**config.mk**
```make
export PLATFORM = sky130hd
export DESIGN_NAME = pipe_hazard_ctrl_flat
export DESIGN_NICKNAME = d
export VERILOG_FILES = /design/src/rtl/pipe_hazard_ctrl_pkg.sv /design/src/rtl/pipe_hazard_ctrl_if.sv /design/src/rtl/pipe_hazard_ctrl_fwd_cmp.sv /design/src/rtl/pipe_hazard_ctrl.sv /design/src/flat_wrapper.sv
export SDC_FILE = /design/constraint.sdc
export NUM_CORES = 1
export LEC_CHECK = 0
export CAP_MARGIN = 20
export CORE_ASPECT_RATIO = 0.9
export CORE_MARGIN = 2
export CORE_UTILIZATION = 35
export DETAILED_ROUTE_END_ITERATION = 10
export DONT_BUFFER_PORTS = 1
export SLEW_MARGIN = 25
export SYNTH_ARGS = -nofsm -noshare
export SYNTH_HDL_FRONTEND = slang
export SYNTH_SLANG_ARGS = --single-unit
```
**constraint.sdc**
```tcl
create_clock -name clk -period 2.1 [get_ports clk]
set_clock_uncertainty 0.1 [all_clocks]
set_input_delay 0.21 -clock clk [delete_from_list [all_inputs] [get_ports clk]]
set_output_delay 0.21 -clock clk [all_outputs]
set_load 0.05 [all_outputs]
```
**src/rtl/pipe_hazard_ctrl_pkg.sv**
```systemverilog
// Shared types and constants for the pipeline hazard controller:
// FSM encoding, forwarding selects and the shadow-register records.
package pipe_hazard_ctrl_pkg;

    typedef enum logic [0:0] {
        ST_RUN     = 1'b0,
        ST_MD_BUSY = 1'b1
    } hz_state_e;

    localparam logic [1:0] FWD_RF  = 2'd0;
    localparam logic [1:0] FWD_EXE = 2'd1;
    localparam logic [1:0] FWD_MEM = 2'd2;

    localparam int MD_LAT_DEF = 32;

    typedef struct packed {
        logic [4:0] wra;
        logic       we;
        logic       load;
        logic       md;
    } exe_sh_t;

    typedef struct packed {
        logic [4:0] wra;
        logic       we;
    } mem_sh_t;

    // r0 is hardwired to zero, so writes to it never produce a hazard.
    function automatic logic reg_hit(input logic [4:0] wra, input logic we,
                                     input logic [4:0] src);
        return we && (wra != 5'd0) && (wra == src);
    endfunction

endpackage

```
**src/rtl/pipe_hazard_ctrl_if.sv**
```systemverilog
// DEC/EXE decode inputs and stall/flush/forward controls between the
// datapath (master) and the hazard controller (slave).
interface pipe_hazard_ctrl_if;
    logic       dec_valid;
    logic [4:0] dec_ra1;
    logic [4:0] dec_ra2;
    logic       dec_use1;
    logic       dec_use2;
    logic [4:0] dec_wra;
    logic       dec_regWe;
    logic       dec_isLoad;
    logic       dec_isMulDiv;
    logic       exe_brTaken;

    logic       stall_if;
    logic       stall_dec;
    logic       flush_dec;
    logic       flush_exe;
    logic [1:0] fwdA;
    logic [1:0] fwdB;
    logic       md_done;

    modport master (
        output dec_valid, dec_ra1, dec_ra2, dec_use1, dec_use2, dec_wra,
               dec_regWe, dec_isLoad, dec_isMulDiv, exe_brTaken,
        input  stall_if, stall_dec, flush_dec, flush_exe, fwdA, fwdB, md_done
    );

    modport slave (
        input  dec_valid, dec_ra1, dec_ra2, dec_use1, dec_use2, dec_wra,
               dec_regWe, dec_isLoad, dec_isMulDiv, exe_brTaken,
        output stall_if, stall_dec, flush_dec, flush_exe, fwdA, fwdB, md_done
    );
endinterface

```
**src/rtl/pipe_hazard_ctrl_fwd_cmp.sv**
```systemverilog
// Single-operand comparator: picks the forwarding source for one DEC
// operand and flags a load-use hit against the EXE stage.
module hazard_fwd_cmp
    import pipe_hazard_ctrl_pkg::*;
(
    input  logic [4:0] src_i,
    input  logic       use_i,
    input  logic [4:0] exe_wra_i,
    input  logic       exe_we_i,
    input  logic       exe_load_i,
    input  logic [4:0] mem_wra_i,
    input  logic       mem_we_i,
    output logic [1:0] fwd_o,
    output logic       ld_hit_o
);

    logic exe_hit;
    logic mem_hit;

    assign exe_hit  = use_i && reg_hit(exe_wra_i, exe_we_i, src_i);
    assign mem_hit  = use_i && reg_hit(mem_wra_i, mem_we_i, src_i);
    assign ld_hit_o = exe_hit && exe_load_i;

    // A load in EXE has no result yet, so it falls through to MEM.
    always_comb begin
        fwd_o = FWD_RF;
        if (exe_hit && !exe_load_i) begin
            fwd_o = FWD_EXE;
        end else if (mem_hit) begin
            fwd_o = FWD_MEM;
        end
    end

endmodule

```
**src/rtl/pipe_hazard_ctrl.sv**
```systemverilog
// Hazard controller for a DEC/EXE/MEM pipeline: operand forwarding,
// load-use stall, taken-branch flush and multi-cycle mul/div stall.
module pipe_hazard_ctrl
    import pipe_hazard_ctrl_pkg::*;
#(
    parameter int MD_LAT = MD_LAT_DEF
) (
    input  logic               clk,
    input  logic               rstn,
    pipe_hazard_ctrl_if.slave  hz
);

    localparam logic [5:0] CNT_LOAD = 6'(MD_LAT - 2);

    hz_state_e  state_q;
    logic [5:0] cnt_q;
    logic       md_done_q;

    exe_sh_t    exe_q, exe_d;
    mem_sh_t    mem_q, mem_d;

    logic       busy;
    logic       ld_hit_a, ld_hit_b;
    logic       load_use;
    logic       br_flush;
    logic       stall;
    logic       flush_exe;

    hazard_fwd_cmp u_cmp_a (
        .src_i      (hz.dec_ra1),
        .use_i      (hz.dec_use1),
        .exe_wra_i  (exe_q.wra),
        .exe_we_i   (exe_q.we),
        .exe_load_i (exe_q.load),
        .mem_wra_i  (mem_q.wra),
        .mem_we_i   (mem_q.we),
        .fwd_o      (hz.fwdA),
        .ld_hit_o   (ld_hit_a)
    );

    hazard_fwd_cmp u_cmp_b (
        .src_i      (hz.dec_ra2),
        .use_i      (hz.dec_use2),
        .exe_wra_i  (exe_q.wra),
        .exe_we_i   (exe_q.we),
        .exe_load_i (exe_q.load),
        .mem_wra_i  (mem_q.wra),
        .mem_we_i   (mem_q.we),
        .fwd_o      (hz.fwdB),
        .ld_hit_o   (ld_hit_b)
    );

    // exe_brTaken is a raw input; gating with rstn keeps outputs quiet in reset.
    assign busy      = (state_q == ST_MD_BUSY);
    assign br_flush  = rstn && !busy && hz.exe_brTaken;
    assign load_use  = !busy && hz.dec_valid && (ld_hit_a || ld_hit_b);
    assign stall     = busy || (load_use && !br_flush);
    assign flush_exe = busy || br_flush || load_use;

    assign hz.stall_if  = stall;
    assign hz.stall_dec = stall;
    assign hz.flush_dec = br_flush;
    assign hz.flush_exe = flush_exe;
    assign hz.md_done   = md_done_q;

    // While a mul/div is busy the EXE record is frozen and MEM sees bubbles.
    always_comb begin
        exe_d = exe_q;
        mem_d = '0;
        if (!busy) begin
            mem_d.wra = exe_q.wra;
            mem_d.we  = exe_q.we;
            exe_d     = '0;
            if (!flush_exe && hz.dec_valid) begin
                exe_d.wra  = hz.dec_wra;
                exe_d.we   = hz.dec_regWe;
                exe_d.load = hz.dec_isLoad;
                exe_d.md   = hz.dec_isMulDiv;
            end
        end
    end

    always_ff @(posedge clk or negedge rstn) begin
        if (!rstn) begin
            exe_q <= '0;
            mem_q <= '0;
        end else begin
            exe_q <= exe_d;
            mem_q <= mem_d;
        end
    end

    // The first EXE cycle of a mul/div is spent in RUN, so the busy phase
    // lasts MD_LAT-1 cycles; md_done marks its last one (counter at 0).
    always_ff @(posedge clk or negedge rstn) begin
        if (!rstn) begin
            state_q   <= ST_RUN;
            cnt_q     <= '0;
            md_done_q <= 1'b0;
        end else begin
            case (state_q)
                ST_RUN: begin
                    if (exe_q.md) begin
                        state_q   <= ST_MD_BUSY;
                        cnt_q     <= CNT_LOAD;
                        md_done_q <= (CNT_LOAD == 6'd0);
                    end
                end
                ST_MD_BUSY: begin
                    if (cnt_q == 6'd0) begin
                        state_q   <= ST_RUN;
                        md_done_q <= 1'b0;
                    end else begin
                        cnt_q     <= cnt_q - 6'd1;
                        md_done_q <= (cnt_q == 6'd1);
                    end
                end
                default: begin
                    state_q   <= ST_RUN;
                    md_done_q <= 1'b0;
                end
            endcase
        end
    end

endmodule

```
**src/flat_wrapper.sv**
```systemverilog
// flat-port wrapper written by rule: the top's interface ports become plain ports
module pipe_hazard_ctrl_flat import pipe_hazard_ctrl_pkg::*;
#(
    parameter int MD_LAT = MD_LAT_DEF
)
  (clk, rstn, hz_dec_valid, hz_dec_ra1, hz_dec_ra2, hz_dec_use1, hz_dec_use2, hz_dec_wra, hz_dec_regWe, hz_dec_isLoad, hz_dec_isMulDiv, hz_exe_brTaken, hz_stall_if, hz_stall_dec, hz_flush_dec, hz_flush_exe, hz_fwdA, hz_fwdB, hz_md_done);
  pipe_hazard_ctrl_if hz_i ();
  input  logic clk;
  input  logic rstn;
  input wire logic [$bits(hz_i.dec_valid)-1:0] hz_dec_valid;
  input wire logic [$bits(hz_i.dec_ra1)-1:0] hz_dec_ra1;
  input wire logic [$bits(hz_i.dec_ra2)-1:0] hz_dec_ra2;
  input wire logic [$bits(hz_i.dec_use1)-1:0] hz_dec_use1;
  input wire logic [$bits(hz_i.dec_use2)-1:0] hz_dec_use2;
  input wire logic [$bits(hz_i.dec_wra)-1:0] hz_dec_wra;
  input wire logic [$bits(hz_i.dec_regWe)-1:0] hz_dec_regWe;
  input wire logic [$bits(hz_i.dec_isLoad)-1:0] hz_dec_isLoad;
  input wire logic [$bits(hz_i.dec_isMulDiv)-1:0] hz_dec_isMulDiv;
  input wire logic [$bits(hz_i.exe_brTaken)-1:0] hz_exe_brTaken;
  output wire logic [$bits(hz_i.stall_if)-1:0] hz_stall_if;
  output wire logic [$bits(hz_i.stall_dec)-1:0] hz_stall_dec;
  output wire logic [$bits(hz_i.flush_dec)-1:0] hz_flush_dec;
  output wire logic [$bits(hz_i.flush_exe)-1:0] hz_flush_exe;
  output wire logic [$bits(hz_i.fwdA)-1:0] hz_fwdA;
  output wire logic [$bits(hz_i.fwdB)-1:0] hz_fwdB;
  output wire logic [$bits(hz_i.md_done)-1:0] hz_md_done;
  assign hz_i.dec_valid = hz_dec_valid;
  assign hz_i.dec_ra1 = hz_dec_ra1;
  assign hz_i.dec_ra2 = hz_dec_ra2;
  assign hz_i.dec_use1 = hz_dec_use1;
  assign hz_i.dec_use2 = hz_dec_use2;
  assign hz_i.dec_wra = hz_dec_wra;
  assign hz_i.dec_regWe = hz_dec_regWe;
  assign hz_i.dec_isLoad = hz_dec_isLoad;
  assign hz_i.dec_isMulDiv = hz_dec_isMulDiv;
  assign hz_i.exe_brTaken = hz_exe_brTaken;
  assign hz_stall_if = hz_i.stall_if;
  assign hz_stall_dec = hz_i.stall_dec;
  assign hz_flush_dec = hz_i.flush_dec;
  assign hz_flush_exe = hz_i.flush_exe;
  assign hz_fwdA = hz_i.fwdA;
  assign hz_fwdB = hz_i.fwdB;
  assign hz_md_done = hz_i.md_done;
  pipe_hazard_ctrl #(.MD_LAT(MD_LAT)) u_core (.clk(clk), .rstn(rstn), .hz(hz_i));
endmodule
```
After elaboration in Yosys (flattened, before gate mapping)
Cells that the tools add are included.
Widths: inputs -> output; s select.
- $mul: 0
- shift-type cells: 0
- eq/ne operators: 7
- bitwise gates (word level): 1
- $lt $le $gt $ge: 0
- div/mod/pow operators: 0
- reductions and logical operators: 32
- add/subtract/negate cells: 1
- mux-type cells: 15
- operator list (operator ; count):
    $eq 5x5->1 ; 4
    $logic_and 1x1->1 ; 20
    $mux 6 ; 3
    $pmux 6 s2 ; 1
    $reduce_bool 5->1 ; 2
    $mux 2 ; 4
    $mux 8 ; 1
    $eq 6x1->1 const B ; 1
    $logic_not 6->1 ; 1
    $sub 6x1->6 const B ; 1
    $logic_not 1->1 ; 4
    $logic_or 1x1->1 ; 4
    $mux 1 ; 4
    $pmux 1 s2 ; 2
    $ne 2x1->1 const B ; 1
    $ne 2x2->1 const B ; 1
    $reduce_and 2->1 ; 1
    $not 1->1 ; 1
- bits in read-only memories: 0
- memories kept: 0
- register bits after elaboration: 22
- latch bits: 0
- word-level logic and storage cells: 65
- output and inout port bits: 9
- bits of input ports: 24
- bits in writable memories: 0

Longest topological paths before layout
- depth after elaboration: 11
- gate-level depth with buffers: 7
- gate-level depth less buffers: 7

Hierarchy
Synthesis repeated with hierarchy kept, for this count alone.
- cells, all modules: 136
- area total of the unflattened synthesis: 1345.0 µm²
- modules (own cells, without submodules) (module ; cells each ; times used ; seq. area each (µm²) ; area each (µm²)):
    pipe_hazard_ctrl ; 82 ; 1 ; 550.5 ; 977.2
    hazard_fwd_cmp ; 27 ; 2 ; 0.0 ; 183.9

Least setup slack after synthesis
Ideal clock, no wire load.
- path kind: register to output
- start: reg u_core.exe_q[5] in the netlist's numbering
- end: out hz_fwdA[1]
- cell stages (with the launch flop): 6
- buffers on the path: 0
- slack: -0.955 ns
- data arrival time: 2.745 ns
- data required time: 1.790 ns
- path through: dfrtp_1 -> xnor2_1 -> nand4_1 -> or3_4 -> nor3_1 -> nor3_1
- longest elaborated chain between the ends: 6
- elaborated cells on any way between the ends: 7
- those cells by class: 1 x eq/ne; 1 x mux; 5 x reduce/logical
- RTL lines (item ; line ; text):
    from (decl) ; pipe_hazard_ctrl.sv:19 ; exe_sh_t exe_q, exe_d;
    from (signal assigned) ; pipe_hazard_ctrl.sv:85 ; exe_q <= '0;
    from (signal assigned) ; pipe_hazard_ctrl.sv:88 ; exe_q <= exe_d;
    $reduce_bool 5->1 ; pipe_hazard_ctrl_pkg.sv:31 ; return we && (wra != 5'd0) && (wra == src);
    $logic_and 1x1->1 ; pipe_hazard_ctrl_pkg.sv:31 ;
    $logic_and 1x1->1 (*) ; pipe_hazard_ctrl_pkg.sv:31 ;
    $logic_and 1x1->1 (*) ; pipe_hazard_ctrl_fwd_cmp.sv:20 ; assign exe_hit = use_i && reg_hit(exe_wra_i, exe_we_i, src_i);
    $logic_and 1x1->1 (*) ; pipe_hazard_ctrl_fwd_cmp.sv:27 ; if (exe_hit && !exe_load_i) begin
    $mux 2 (*) ; pipe_hazard_ctrl_fwd_cmp.sv:27 ;
    to (decl) ; flat_wrapper.sv:24 ; output wire logic [$bits(hz_i.fwdA)-1:0] hz_fwdA;
Every way passes the cells marked *; elsewhere a longest branch is shown, timed or not.

Final worst setup path
- start: reg u_core.exe_q[7] in the netlist's numbering
- end: out hz_stall_if
- longest elaborated chain between the ends: 9
- elaborated cells on any way between the ends: 14
- those cells by class: 2 x eq/ne; 12 x reduce/logical
- RTL lines (item ; line ; text):
    $reduce_bool 5->1 ; pipe_hazard_ctrl_pkg.sv:31 ;
    $logic_and 1x1->1 (2 in a row) ; pipe_hazard_ctrl_pkg.sv:31 ;
    $logic_and 1x1->1 ; pipe_hazard_ctrl_fwd_cmp.sv:20 ;
    $logic_and 1x1->1 ; pipe_hazard_ctrl_fwd_cmp.sv:22 ; assign ld_hit_o = exe_hit && exe_load_i;
    $logic_or 1x1->1 (*) ; pipe_hazard_ctrl.sv:56 ; assign load_use = !busy && hz.dec_valid && (ld_hit_a || ld_hit_b);
    $logic_and 1x1->1 (*) ; pipe_hazard_ctrl.sv:56 ;
    $logic_and 1x1->1 (*) ; pipe_hazard_ctrl.sv:57 ; assign stall = busy || (load_use && !br_flush);
    $logic_or 1x1->1 (*) ; pipe_hazard_ctrl.sv:57 ;
    to (decl) ; flat_wrapper.sv:20 ; output wire logic [$bits(hz_i.stall_if)-1:0] hz_stall_if;
Marked as above.

==> impl_metrics.xml <==
<?xml version="1.0" encoding="UTF-8"?>
<metrics>
  <group name="worst_setup_path">
    <metric name="critical-path-slowest-cell" unit="">dfrtp_2</metric>
    <metric name="arrival_time_of_data_at_the_critical_path_endpoint" unit="ns">2.02</metric>
    <metric name="timing.setup.critical_path_class" unit="">register to output port</metric>
    <metric name="critical_path.startpoint_type" unit="">register</metric>
    <metric name="timing.critical_path.slowest_cell_delay" unit="ns">0.45</metric>
    <metric name="cp_data_required_time" unit="ns">1.79</metric>
    <metric name="timing.critical_path.to_type" unit="">output port</metric>
    <metric name="worst_path_maximum_fanout" unit="">5</metric>
    <metric name="crit_path_cell_trace" unit="">xnor2_2 -&gt; nand4_1 -&gt; or3_4 -&gt; a211oi_4 -&gt; a31o_4 -&gt; buf_12</metric>
  </group>
  <group name="floorplan">
    <metric name="floorplan.initialDensity" unit="">0.365</metric>
    <metric name="row_count" unit="">20</metric>
    <metric name="core_region_area" unit="um2">3350</metric>
    <metric name="io-pin-count" unit="">33</metric>
    <metric name="die-width" unit="um">66.4</metric>
    <metric name="die_area" unit="um2">3990</metric>
    <metric name="die_height" unit="um">60.1</metric>
  </group>
  <group name="route">
    <metric name="drt_drc_violations_left" unit="">0</metric>
    <metric name="route.detailed.vias_per_inst" unit="">5.01</metric>
    <metric name="detail_route.wl_per_cell" unit="um">14.0</metric>
    <metric name="detailedRoute.firstIterationViolations" unit="">33</metric>
    <metric name="detailroute.via_count" unit="">1012</metric>
    <metric name="wl" unit="um">2820</metric>
    <metric name="postRouteAntennaNets" unit="">0</metric>
    <metric name="first_pass_iters" unit="">4</metric>
  </group>
  <group name="power_and_ir_drop">
    <metric name="clock_power_frac" unit="">0.128</metric>
    <metric name="worst_ir_drop_vdd" unit="V">0.000483</metric>
    <metric name="power.switching" unit="mW">0.822</metric>
    <metric name="leakage" unit="nW">0.707</metric>
    <metric name="swShare" unit="">0.412</metric>
    <metric name="power_frac_comb" unit="">0.472</metric>
    <metric name="power.share.sequential" unit="">0.400</metric>
    <metric name="power.internal" unit="mW">1.17</metric>
    <metric name="power.density" unit="nW/um2">1190</metric>
    <metric name="post-layout-total-power" unit="mW">1.99</metric>
  </group>
  <group name="clock_tree">
    <metric name="numCtsBuffers" unit="">3</metric>
    <metric name="numClockSinks" unit="">22</metric>
    <metric name="clk_path_buf_depth" unit="">2</metric>
    <metric name="clock_insertion_delay_worst_skew" unit="ns">0.26</metric>
    <metric name="cts.reportedPaths.clkPinSlew" unit="ns">0.07</metric>
    <metric name="tritoncts" unit="">done</metric>
    <metric name="h_tree_depth" unit="">1</metric>
    <metric name="cts-root-buf" unit="">clkbuf_8</metric>
  </group>
  <group name="logic_synthesis">
    <metric name="post_synth_num_cell_types" unit="">27</metric>
    <metric name="postSynthRegisterBits" unit="">22</metric>
    <metric name="synth_warnings" unit="">0</metric>
    <metric name="synthCells" unit="">129</metric>
    <metric name="synthesis.area" unit="um2">1220</metric>
    <metric name="synth-seq-area-share" unit="">0.449</metric>
    <metric name="postSynthNetCount" unit="">156</metric>
    <metric name="mean_instance_size_in_the_synthesized_netlist" unit="um2">9.50</metric>
  </group>
  <group name="global_routing">
    <metric name="grt_max_degree" unit="">23</metric>
    <metric name="global_route.usage.total" unit="">0.152</metric>
    <metric name="grt.overflow.total" unit="">0</metric>
    <metric name="grt_first_pass_wirelength" unit="um">4450</metric>
    <metric name="antenna_found_initial" unit="">0</metric>
    <metric name="first_global_vias" unit="">1015</metric>
  </group>
  <group name="sta">
    <metric name="finalMaxSlewViolations" unit="">0</metric>
    <metric name="setup_slack" unit="ns">-0.232</metric>
    <metric name="final.setup.tns" unit="ns">-1.28</metric>
    <metric name="timing.final.setup_violations" unit="">7</metric>
    <metric name="slew_headroom" unit="">0.663</metric>
    <metric name="clock.fmax" unit="MHz">429</metric>
    <metric name="rsz0062_at_grt" unit="">yes</metric>
    <metric name="min_period" unit="ns">2.33</metric>
    <metric name="timing.final.hold_violations" unit="">0</metric>
    <metric name="worst_pin_slew" unit="ns">0.506</metric>
    <metric name="fin_crit_sh" unit="">1.11</metric>
  </group>
  <group name="placed_design">
    <metric name="placer_congestion_estimate" unit="">0.851</metric>
    <metric name="place.port_buffers" unit="">0</metric>
    <metric name="dp_hpwl" unit="um">2150</metric>
  </group>
  <group name="layout">
    <metric name="layout-drive-gt1-share" unit="">0.234</metric>
    <metric name="layout.core_utilization" unit="">0.498</metric>
    <metric name="final_nets" unit="">187</metric>
    <metric name="regArea" unit="um2">553</metric>
    <metric name="num_antenna_cells" unit="">0</metric>
    <metric name="syn_to_final_growth" unit="%">36.4</metric>
    <metric name="layout_common_cells" unit="">24 x nand2_1, 20 x dfrtp_1, 16 x xor2_1</metric>
    <metric name="num-fill-cells" unit="">311</metric>
    <metric name="final_common_cell" unit="">nand2_1</metric>
    <metric name="multi_input_area" unit="um2">718</metric>
  </group>
  <group name="hold_path">
    <metric name="timing.hold.worst.class" unit="">input pin to register</metric>
  </group>
  <group name="status">
    <metric name="run_status" unit="">finished with violations</metric>
    <metric name="failed_checks" unit="">negative setup slack</metric>
  </group>
  <group name="job">
    <metric name="maxCapViolations" unit="">0</metric>
  </group>
</metrics>
## repair_timing
item	in CTS	in global routing
setup buffers	3	2
hold buffers	8	1
pin swaps	5	4
gates cloned	0	0
gates resized for setup	5	3
endpoints found under the setup margin	7	7
hold endpoints to repair	29	22
## worst max-delay path: cells and delay by family, from the launching register on
kind / cells / cell delay, ns
buffers and inverters: 1 / 0.16
XOR/XNOR: 1 / 0.16
AND/OR/NAND/NOR: 2 / 0.47
AO/OA/AOI/OAI: 2 / 0.51
flip-flops: 1 / 0.45
## cell usage after synthesis
cell,n,share of area
o21ai_1,1,0.0041
o21ai_2,1,0.0072
buf_4,1,0.0061
a31o_1,1,0.0072
nand2b_1,2,0.010
or3_1,2,0.010
o41ai_1,1,0.0072
clkbuf_1,1,0.0031
nor3_1,4,0.016
nor2b_1,6,0.031
or4_1,3,0.018
dfrtp_1,22,0.45
buf_1,1,0.0031
xnor2_1,7,0.050
nand3_1,5,0.020
nand2_1,24,0.074
nor2_1,3,0.0092
or3_4,1,0.0092
inv_1,4,0.012
o211ai_1,2,0.012
a211oi_4,1,0.016
xor2_1,16,0.11
o21ai_0,11,0.045
a221o_1,1,0.0082
nor4_1,4,0.020
ha_1,3,0.031
nand4_1,1,0.0051
## power by group through the flow
stage	sequential, mW	combinational (mW)	clock [mW]
after floorplan	0.739	0.661	0
after global placement	0.784	0.830	0
after detailed placement	0.797	0.849	0
after CTS	0.790	0.921	0.267
after global routing	0.826	1.04	0.280
final	0.797	0.939	0.256
## cell type report
class | instances | share of cell area
inverter | 4 | 0.00899
multi-input combinational | 100 | 0.430
sequential | 22 | 0.331
tap | 44 | 0.0330
timing repair buffer | 29 | 0.172
clock buffer | 3 | 0.0247
## cell families after synthesis
group | share of synthesized area
and+or+nand+nor | 0.224
xor gates and xnor gates | 0.164
DFF | 0.449
AOI/OAI and AO/OA | 0.107
buffers and inverters | 0.0245
adders and majority gates | 0.0306
## per-layer routing
metal | share of wire | track usage | up-vias
met5 | 0 | 0 | -
met4 | 0.035 | 0.0787 | 0
met3 | 0.059 | 0.0264 | 7
met2 | 0.47 | 0.259 | 30
met1 | 0.44 | 0.185 | 478
li1 | - | - | 497
## sequential cells by signal, indices dropped and copies added, names as in the netlist
signal / cells
u_core.hz.md_done: 1
u_core.cnt_q: 6
u_core.exe_q: 8
u_core.busy: 1
u_core.mem_q: 6
## stage by stage
stage | hold WS (ns) | setup WS [ns] | instance area [um2] | cells
after floorplan | -0.186 | -0.105 | 1290 | 129
after global routing | 0.0162 | -0.317 | 1670 | 202
after global placement | -0.185 | 0.000665 | 1480 | 185
after detailed placement | -0.185 | -0.0200 | 1480 | 185
after CTS | 0.00692 | -0.255 | 1640 | 199
final | 0.00492 | -0.232 | 1670 | 202
## path summary, 6_finish.rpt
kind	from	cells past startpoint	to	slack, ns
max	u_core.exe_q[7]	6	hz_stall_if	-0.23
min	hz_dec_wra[2]	2	u_core.exe_q[5]	0.005
min in group asynchronous	rstn	2	u_core.hz.md_done	0.37
min reg2reg	u_core.cnt_q[5]	1	u_core.hz.md_done	0.42
max in group asynchronous	rstn	2	u_core.exe_q[3]	1.16
max reg2reg	u_core.exe_q[7]	6	u_core.exe_q[7]	0.18
Power figures use the tool's default switching activity.
==> patch, RTL diff (same flow settings) <==
Reset style: synchronous (`rstn`), changed in 2 clocked blocks.
--- a/src/rtl/pipe_hazard_ctrl.sv
+++ b/src/rtl/pipe_hazard_ctrl.sv
@@ -80,7 +80,7 @@
         end
     end
 
-    always_ff @(posedge clk or negedge rstn) begin
+    always_ff @(posedge clk) begin
         if (!rstn) begin
             exe_q <= '0;
             mem_q <= '0;
@@ -92,7 +92,7 @@
 
     // The first EXE cycle of a mul/div is spent in RUN, so the busy phase
     // lasts MD_LAT-1 cycles; md_done marks its last one (counter at 0).
-    always_ff @(posedge clk or negedge rstn) begin
+    always_ff @(posedge clk) begin
         if (!rstn) begin
             state_q   <= ST_RUN;
             cnt_q     <= '0;
Behaviour: differs if rstn is asserted again (counterexample within 4 cycles, from zero or initial values and one cycle with rstn low); with rstn held inactive, the same outputs for 10 cycles.
==> patch against the unedited design <==
The run still ends with setup timing left. Critical path depth did not move. Sequential share of layout area decreased by 5.7 points. Sequential cell count stayed put. Via count is 3.2% higher. Final area is 2.3% lower. Setup slack gained 0.050 ns. Synthesized area down 1.8%. Wire length up 4.5%. Critical endpoint unchanged. Highest routed layer unchanged.
Power is not compared: it rests on default switching activity, and its combinational part moved more than twofold at a synthesized area within 25%.
==> patch: results (changes against the unedited design) <==
outcome -> finished with violations (unchanged)
failing checks -> setup timing (unchanged)
GR met2 Demand/Resource -> 27.6% (was 25.9%)
first-pass GRT wire length -> 4.86 mm (was 4.45 mm)
total wire length -> 2.95 mm (was 2.82 mm)
Post-synth top cells -> 22 x dfxtp_1, 22 x nand2_1, 17 x xor2_1 (was 24 x nand2_1, 22 x dfrtp_1, 16 x xor2_1)
DR vias -> 1044 (was 1012)
tap cells -> 44 (unchanged)
initial antenna violation count -> 0 (unchanged)
maximum VDD drop -> 422 uV
buffering overhead -> 15.8% (was 17.2%)
Critical Path Fanout Max -> 5 (unchanged)
bufs w/o clock -> 22 (was 29)
hold_sp -> rstn (was hz_dec_wra[2])
worst slack, placed -> 0.0943 ns (was -0.0200 ns)
Synth area leaders -> dfxtp_1 37%, xor2_1 12%, nand2_1 6.9% (was dfrtp_1 45%, xor2_1 11%, nand2_1 7.4%)
Metal-1 WL -> 1.28 mm (was 1.24 mm)
clk root buf -> clkbuf_8 (unchanged)
GR Util met1 -> 19.9% (was 18.5%)
clk sink count -> 22 (unchanged)
Final #Nets -> 190 (was 187)
setup ws final -> -0.181 ns (was -0.232 ns)
Clock Network Area Fraction -> 4.37% (was 2.47%)
syn nets -> 168 (was 156)
final setup fails -> 7 (unchanged)
Critical Path Start -> u_core.exe_q[6]$_SDFFE_PN0N_ (was u_core.exe_q[7]$_DFFE_PN0N_)
CTS Hold Bufs -> 6 (was 8)
count of multi-input gates -> 108 (was 100)
Tot GR Track Use -> 16.0% (was 15.2%)
Syn Area/Cell -> 8.53 sq um (was 9.50 sq um)
Hold EP -> u_core.cnt_q[5]$_SDFFE_PN0P_ (was u_core.exe_q[5]$_DFFE_PN0N_)
distinct cell type count after synthesis -> 32 (was 27)
vias per cell -> 5.07 (was 5.01)
Reg area -> 447 sq um (was 553 sq um)
Post-synth ARST share -> 0% (was 100%)
Hold WS -> 0.00511 ns (was 0.00492 ns)
hold-critical path depth -> 1 (was 2)
CTS-repair resized insts -> 6 (was 5)
setup bufs post-CTS -> 1 (was 3)
largest net degree at the start of global routing -> 14 (was 23)
Seq/Total Area, Yosys -> 36.6% (was 44.9%)
GR Util met3 -> 3.61% (was 2.64%)
DP Area -> 1460 sq um (was 1480 sq um)
flop-to-flop setup slack -> 0.24 ns (was 0.18 ns)
WP data arrival -> 1.97 ns (was 2.02 ns)
DR WL met3 -> 200 um (was 167 um)
fillcell total -> 321 (was 311)
Tightest Pin Transition -> 0.523 ns (was 0.506 ns)
Final GP Congestion -> 0.833 (was 0.851)
inverter count -> 6 (was 4)
Worst R2R End -> u_core.exe_q[3]$_SDFFE_PN0N_ (was u_core.exe_q[7]$_DFFE_PN0N_)
DRT iter0 DRCs -> 24 (was 33)
Post-DP HPWL -> 2.24 mm (was 2.15 mm)
area occupied by multi-input gates -> 778 sq um (was 718 sq um)
vias in the first global route -> 1104 (was 1015)
met2 wire len -> 1.46 mm (was 1.32 mm)
Fin Setup TNS -> -0.997 ns (was -1.28 ns)
Seq/total area -> 27.4% (was 33.1%)
proportion of layout cells with a drive suffix above 1 -> 22.2% (was 23.4%)
==> patch: cells by family after synthesis <==
group	count (synthesis)	synth area share (%)
AOI/OAI and AO/OA	23	13.3
xor gates and xnor gates	24	17.5
DFF	22	36.6
adders and majority gates	3	3.12
and+or+nand+nor	58	25.7
buffers and inverters	11	3.75
==> patch: worst max-delay path, stage by stage (launching register included) <==
cell	delay (ns)
dfxtp_2	0.36
xor2_1	0.14
nor4_1	0.29
nand3_1	0.21
a211oi_4	0.34
a31o_4	0.23
buf_12	0.14
==> patch: power groups by stage <==
stage               logic (mW)  clock network, mW  registers [mW]
floorplan               0.0747                  0           0.448
CTS                      0.109              0.399           0.442
detailed placement      0.0964                  0           0.452
finish                   0.110              0.396           0.442
global route             0.120              0.426           0.445
global placement        0.0945                  0           0.451
